[src/rtl/aes128_iterative_encrypt.sv]
// AES-128 encryption core: one cipher round per clock, round keys expanded on the fly.
// Byte 0 of every 128-bit word sits in bits [127:120]; the state is column-major.
module aes128_iterative_encrypt (
  input  logic         AES_clk,
  input  logic         AES_rst,
  input  logic         AES_en,
  input  logic [127:0] AES_data_in,
  input  logic [127:0] AES_key_in,
  output logic [127:0] AES_data_out,
  output logic         AES_data_out_valid
);

  localparam int unsigned BLOCK_W    = 128;
  localparam int unsigned ROUND_W    = 4;
  localparam int unsigned LAST_ROUND = 10;

  typedef enum logic {IDLE, RUN} fsm_e;

  localparam logic [7:0] SBOX [256] = '{
    8'h63, 8'h7c, 8'h77, 8'h7b, 8'hf2, 8'h6b, 8'h6f, 8'hc5, 8'h30, 8'h01, 8'h67, 8'h2b, 8'hfe, 8'hd7, 8'hab, 8'h76,
    8'hca, 8'h82, 8'hc9, 8'h7d, 8'hfa, 8'h59, 8'h47, 8'hf0, 8'had, 8'hd4, 8'ha2, 8'haf, 8'h9c, 8'ha4, 8'h72, 8'hc0,
    8'hb7, 8'hfd, 8'h93, 8'h26, 8'h36, 8'h3f, 8'hf7, 8'hcc, 8'h34, 8'ha5, 8'he5, 8'hf1, 8'h71, 8'hd8, 8'h31, 8'h15,
    8'h04, 8'hc7, 8'h23, 8'hc3, 8'h18, 8'h96, 8'h05, 8'h9a, 8'h07, 8'h12, 8'h80, 8'he2, 8'heb, 8'h27, 8'hb2, 8'h75,
    8'h09, 8'h83, 8'h2c, 8'h1a, 8'h1b, 8'h6e, 8'h5a, 8'ha0, 8'h52, 8'h3b, 8'hd6, 8'hb3, 8'h29, 8'he3, 8'h2f, 8'h84,
    8'h53, 8'hd1, 8'h00, 8'hed, 8'h20, 8'hfc, 8'hb1, 8'h5b, 8'h6a, 8'hcb, 8'hbe, 8'h39, 8'h4a, 8'h4c, 8'h58, 8'hcf,
    8'hd0, 8'hef, 8'haa, 8'hfb, 8'h43, 8'h4d, 8'h33, 8'h85, 8'h45, 8'hf9, 8'h02, 8'h7f, 8'h50, 8'h3c, 8'h9f, 8'ha8,
    8'h51, 8'ha3, 8'h40, 8'h8f, 8'h92, 8'h9d, 8'h38, 8'hf5, 8'hbc, 8'hb6, 8'hda, 8'h21, 8'h10, 8'hff, 8'hf3, 8'hd2,
    8'hcd, 8'h0c, 8'h13, 8'hec, 8'h5f, 8'h97, 8'h44, 8'h17, 8'hc4, 8'ha7, 8'h7e, 8'h3d, 8'h64, 8'h5d, 8'h19, 8'h73,
    8'h60, 8'h81, 8'h4f, 8'hdc, 8'h22, 8'h2a, 8'h90, 8'h88, 8'h46, 8'hee, 8'hb8, 8'h14, 8'hde, 8'h5e, 8'h0b, 8'hdb,
    8'he0, 8'h32, 8'h3a, 8'h0a, 8'h49, 8'h06, 8'h24, 8'h5c, 8'hc2, 8'hd3, 8'hac, 8'h62, 8'h91, 8'h95, 8'he4, 8'h79,
    8'he7, 8'hc8, 8'h37, 8'h6d, 8'h8d, 8'hd5, 8'h4e, 8'ha9, 8'h6c, 8'h56, 8'hf4, 8'hea, 8'h65, 8'h7a, 8'hae, 8'h08,
    8'hba, 8'h78, 8'h25, 8'h2e, 8'h1c, 8'ha6, 8'hb4, 8'hc6, 8'he8, 8'hdd, 8'h74, 8'h1f, 8'h4b, 8'hbd, 8'h8b, 8'h8a,
    8'h70, 8'h3e, 8'hb5, 8'h66, 8'h48, 8'h03, 8'hf6, 8'h0e, 8'h61, 8'h35, 8'h57, 8'hb9, 8'h86, 8'hc1, 8'h1d, 8'h9e,
    8'he1, 8'hf8, 8'h98, 8'h11, 8'h69, 8'hd9, 8'h8e, 8'h94, 8'h9b, 8'h1e, 8'h87, 8'he9, 8'hce, 8'h55, 8'h28, 8'hdf,
    8'h8c, 8'ha1, 8'h89, 8'h0d, 8'hbf, 8'he6, 8'h42, 8'h68, 8'h41, 8'h99, 8'h2d, 8'h0f, 8'hb0, 8'h54, 8'hbb, 8'h16
  };

  function automatic logic [BLOCK_W-1:0] sub_bytes(input logic [BLOCK_W-1:0] s);
    logic [BLOCK_W-1:0] o;
    o = '0;
    for (int i = 0; i < 16; i++) begin
      o[127 - 8*i -: 8] = SBOX[s[127 - 8*i -: 8]];
    end
    return o;
  endfunction

  // Row r of the state rotates left by r columns.
  function automatic logic [BLOCK_W-1:0] shift_rows(input logic [BLOCK_W-1:0] s);
    logic [BLOCK_W-1:0] o;
    o = '0;
    for (int c = 0; c < 4; c++) begin
      for (int r = 0; r < 4; r++) begin
        o[127 - 8*(4*c + r) -: 8] = s[127 - 8*(4*((c + r) % 4) + r) -: 8];
      end
    end
    return o;
  endfunction

  function automatic logic [7:0] xtime(input logic [7:0] b);
    return {b[6:0], 1'b0} ^ (b[7] ? 8'h1b : 8'h00);
  endfunction

  function automatic logic [BLOCK_W-1:0] mix_columns(input logic [BLOCK_W-1:0] s);
    logic [BLOCK_W-1:0] o;
    logic [7:0] a0, a1, a2, a3;
    o = '0;
    for (int c = 0; c < 4; c++) begin
      a0 = s[127 - 32*c -: 8];
      a1 = s[119 - 32*c -: 8];
      a2 = s[111 - 32*c -: 8];
      a3 = s[103 - 32*c -: 8];
      o[127 - 32*c -: 8] = xtime(a0) ^ xtime(a1) ^ a1 ^ a2 ^ a3;
      o[119 - 32*c -: 8] = a0 ^ xtime(a1) ^ xtime(a2) ^ a2 ^ a3;
      o[111 - 32*c -: 8] = a0 ^ a1 ^ xtime(a2) ^ xtime(a3) ^ a3;
      o[103 - 32*c -: 8] = xtime(a0) ^ a0 ^ a1 ^ a2 ^ xtime(a3);
    end
    return o;
  endfunction

  function automatic logic [7:0] rcon(input logic [ROUND_W-1:0] r);
    logic [7:0] v;
    case (r)
      4'd1:    v = 8'h01;
      4'd2:    v = 8'h02;
      4'd3:    v = 8'h04;
      4'd4:    v = 8'h08;
      4'd5:    v = 8'h10;
      4'd6:    v = 8'h20;
      4'd7:    v = 8'h40;
      4'd8:    v = 8'h80;
      4'd9:    v = 8'h1b;
      4'd10:   v = 8'h36;
      default: v = 8'h00;
    endcase
    return v;
  endfunction

  // Derives the next round key from the current one in a single step.
  function automatic logic [BLOCK_W-1:0] key_step(input logic [BLOCK_W-1:0] k, input logic [7:0] rc);
    logic [31:0] w0, w1, w2, w3, rot, sw;
    w0  = k[127:96];
    w1  = k[95:64];
    w2  = k[63:32];
    w3  = k[31:0];
    rot = {w3[23:0], w3[31:24]};
    sw  = {SBOX[rot[31:24]], SBOX[rot[23:16]], SBOX[rot[15:8]], SBOX[rot[7:0]]};
    w0  = w0 ^ sw ^ {rc, 24'h000000};
    w1  = w1 ^ w0;
    w2  = w2 ^ w1;
    w3  = w3 ^ w2;
    return {w0, w1, w2, w3};
  endfunction

  fsm_e               fsm_q, fsm_d;
  logic [ROUND_W-1:0] round_q, round_d;
  logic [BLOCK_W-1:0] state_q, state_d;
  logic [BLOCK_W-1:0] rkey_q, rkey_d;
  logic [BLOCK_W-1:0] data_out_q, data_out_d;
  logic               valid_q, valid_d;
  logic [BLOCK_W-1:0] next_key;
  logic [BLOCK_W-1:0] sr_state;

  // Next-state and round datapath.
  always_comb begin
    fsm_d      = fsm_q;
    round_d    = round_q;
    state_d    = state_q;
    rkey_d     = rkey_q;
    data_out_d = data_out_q;
    valid_d    = 1'b0;
    next_key   = key_step(rkey_q, rcon(round_q));
    sr_state   = shift_rows(sub_bytes(state_q));
    case (fsm_q)
      IDLE: begin
        if (AES_en) begin
          state_d = AES_data_in ^ AES_key_in;
          rkey_d  = AES_key_in;
          round_d = ROUND_W'(1);
          fsm_d   = RUN;
        end
      end
      RUN: begin
        rkey_d = next_key;
        if (round_q == ROUND_W'(LAST_ROUND)) begin
          data_out_d = sr_state ^ next_key;
          valid_d    = 1'b1;
          round_d    = '0;
          fsm_d      = IDLE;
        end else begin
          state_d = mix_columns(sr_state) ^ next_key;
          round_d = round_q + ROUND_W'(1);
        end
      end
      default: fsm_d = IDLE;
    endcase
  end

  always_ff @(posedge AES_clk) begin
    if (AES_rst) begin
      fsm_q      <= IDLE;
      round_q    <= '0;
      state_q    <= '0;
      rkey_q     <= '0;
      data_out_q <= '0;
      valid_q    <= 1'b0;
    end else begin
      fsm_q      <= fsm_d;
      round_q    <= round_d;
      state_q    <= state_d;
      rkey_q     <= rkey_d;
      data_out_q <= data_out_d;
      valid_q    <= valid_d;
    end
  end

  assign AES_data_out       = data_out_q;
  assign AES_data_out_valid = valid_q;

endmodule

[config.mk]
export PLATFORM = sky130hd
export DESIGN_NAME = aes128_iterative_encrypt
export DESIGN_NICKNAME = d
export VERILOG_FILES = /design/src/rtl/aes128_iterative_encrypt.sv
export SDC_FILE = /design/constraint.sdc
export NUM_CORES = 2
export LEC_CHECK = 0
export ABC_AREA = 0
export CAP_MARGIN = 25
export CELL_PAD_IN_SITES_DETAIL_PLACEMENT = 1
export CELL_PAD_IN_SITES_GLOBAL_PLACEMENT = 1
export CORE_MARGIN = 5
export CORE_UTILIZATION = 30
export CTS_BUF_LIST = sky130_fd_sc_hd__clkbuf_8
export DETAILED_ROUTE_END_ITERATION = 12
export PLACE_DENSITY_LB_ADDON = 0.1
export SLEW_MARGIN = 0
export SYNTH_ARGS = -nofsm -noshare
export SYNTH_HDL_FRONTEND = slang
export SYNTH_SLANG_ARGS = --single-unit
[constraint.sdc]
create_clock -name AES_clk -period 5.51 [get_ports AES_clk]
set_input_delay 1.653 -clock AES_clk [delete_from_list [all_inputs] [get_ports AES_clk]]
set_output_delay 1.653 -clock AES_clk [all_outputs]
set_load 0.05 [all_outputs]
==> metrics.txt <==
status finished with violations; failing checks negative setup slack; syn_nets 14426; worst skew pair latency 1070 ps; worst clock skew about 180 ps; I/O Buffers between 300 and 400; Initial Util 30.1%; CP Depth 15; multi-input logic area 0.0805 mm^2; die span in x 578 um; GRT overflow 0; final WL 699 mm; Setup crit start kind register; CTS Buf Count about 100; Worst Slack Setup Final -119 ps; total of max-cap violations 0; Synth Register Bits 398; CTS tree built; EDFF count, synth 0; core area 0.321 mm^2; crit end category register; Min Clock Period, post-route 5630 ps; CTS H-tree lvls 3; worst slew pin tran 1280 ps; Wirelength per Cell 38.9 um; share of cells above drive strength 1 13.2%; # rows 208; synthesized area 0.0967 mm^2; Seq/Total Area, Yosys 8.24%; Max stage delay on crit path 1060 ps; Main synth FF type dfxtp_1; register area slightly above 0.008 mm^2; post-synthesis cell type count roughly 120; Layout Nets 14143; Slew Viols, Final 0; largest net degree at the start of global routing 142; Final Util around 34%; final instance area 0.108 mm^2; Slew HR between 10% and 20%; GPL Wtd Cong roughly 1.0; Yosys Warn Count 0; Residual DRC 0; endpoints failing hold 0; final worst path period share 102%; root buffer cell clkbuf_8; WP buf/inv 4; WS Path Type register to register; Post-synth ARST share 0%; synthesized netlist cell count 13871; Min-Delay Path Class register to register; average size of a mapped cell around 7.0 um^2; max frequency roughly 180 MHz; DP Area 0.106 mm^2; # fillers 39560; antenna viol nets, final 0; most frequent cells in the layout nand2_1, a21oi_1, o21ai_0, nor2_1, buf_4; worst path cell trace buf_4 -> buf_4 -> ha_1 -> nand2b_1 -> and3_1 -> o32ai_1 -> o211ai_1 -> a311oi_2 -> buf_4 -> xor2_1 -> buf_4 -> xnor2_1 -> xnor2_1 -> xor2_1 -> a211oi_1; Worst EP arrival 6480 ps; setup_tns -149 ps; routed via count divided by cell count 6.89; Worst Path Required 6360 ps; 1st-pass router iterations 8; Post-CTS Setup Repair Bufs 0; Hold Path Stages 2; Max FO, Critical Path 21; CTS clock-pin slew for the worst setup and hold paths ~80 ps; Die Y 578 um; Crit path max-delay family compound AO/OA/AOI/OAI gates; via count 123958; post-place setup slack -102 ps; cell mode on critical path buf_4; die area 0.334 mm^2; vias in the first global route 119561; RSZ-0062 raised after global routing false; P&R area growth vs syn 12.1%; initial antenna violation count 52; dpl hpwl approximately 530 mm; register-to-register setup slack -120 ps; io pins 388; Clock Sinks 398; most common cell after layout, fill and taps aside nand2_1; setup violators final 2; GRT Total Usage 39.6%; first-pass GRT wire length between 900 and 1000 mm; Clock Tree Buf Depth 4; Worst path slowest cell a211oi_1; initial DRC count 17904; Worst Reg-to-Reg Cells 15
## final cells by class
| class | instances | area share (%) |
|---|---|---|
| timing repair buffer | 1303 | 10.4 |
| clock inverter | 58 | 0.389 |
| inverter | 254 | 0.890 |
| clock buffer | 120 | 1.52 |
| antenna | 19 | 0.0439 |
| multi-input combinational | 11530 | 74.2 |
| sequential | 398 | 7.53 |
| tap | 4305 | 4.97 |
## worst paths after layout
check              startpoint               end
max               state_q[33]       state_q[16]
min          AES_data_out[68]  AES_data_out[68]
max reg2reg       state_q[33]       state_q[16]
min reg2reg  AES_data_out[68]  AES_data_out[68]
## Yosys cell counts (219+ instances only)
master / n / area share (%)
a311oi_1: 219 / 2.0
dfxtp_1: 398 / 8.2
buf_2: 492 / 2.5
o211ai_1: 244 / 1.9
nand2b_1: 464 / 3.0
a31oi_1: 275 / 1.8
o21ai_0: 1077 / 5.6
xnor2_1: 540 / 4.9
a21oi_1: 1102 / 5.7
clkbuf_1: 951 / 3.7
a211oi_1: 332 / 2.6
nor3_1: 482 / 2.5
xor2_1: 265 / 2.4
nor2b_1: 422 / 2.7
mux4_2: 259 / 6.0
nand2_1: 1153 / 4.5
nand3_1: 383 / 2.0
ha_1: 296 / 3.8
nor2_1: 956 / 3.7
## stage by stage
stage	cells	hold slack, ps
4_1_cts	17963	458
6_report	17987	455
2_1_floorplan	13871	436
3_5_place_dp	17785	447
3_3_place_gp	17771	442
5_1_grt	17972	476
## logic make-up after synthesis
family / Yosys count / synth area share (%)
AOI/OAI and AO/OA: 5132 / 36.2
xor gates and xnor gates: 950 / 10.5
adders and majority gates: 303 / 3.90
buffers and inverters: 1943 / 8.73
DFF: 398 / 8.24
muxes: 466 / 8.29
and+or+nand+nor: 4679 / 24.1
## worst register-to-register path, cell delays in order (launching register included)
cell and delay (ps):
dfxtp_1 530, buf_4 400, buf_4 300, ha_1 640, nand2b_1 450, and3_1 330, o32ai_1 260, o211ai_1 180
a311oi_2 350, buf_4 290, xor2_1 100, buf_4 180, xnor2_1 130, xnor2_1 180, xor2_1 180, a211oi_1 1060
## flip-flops by register name (all words and copies together), names as in the netlist, named ones only
name	cells
state_q	128
AES_data_out_valid	1
fsm_q	1
rkey_q	128
AES_data_out	128
round_q	4
## metal layers
metal | part of all wire (%) | up-vias | global-route usage (%) | routed length, um
met5 | 0.040 | - | 0 | 283
met2 | 42 | 7811 | 58.5 | 292000
met1 | 41 | 62964 | 52.8 | 289000
met3 | 10 | 1465 | 9.76 | 72100
met4 | 6.6 | 46 | 21.1 | 46100
li1 | - | 51672 | - | -
## what timing repair did
action | CTS | global route
setup endpoints to repair | 4 | 7
pin swaps | 1 | 1
resized for setup | 3 | 7
hold buffers | 0 | 0
endpoints found under the hold margin | 0 | 0
Power is left out: the tool's default activity adds up to more than one toggle a clock period on the data nets, which glitch-free logic cannot reach.
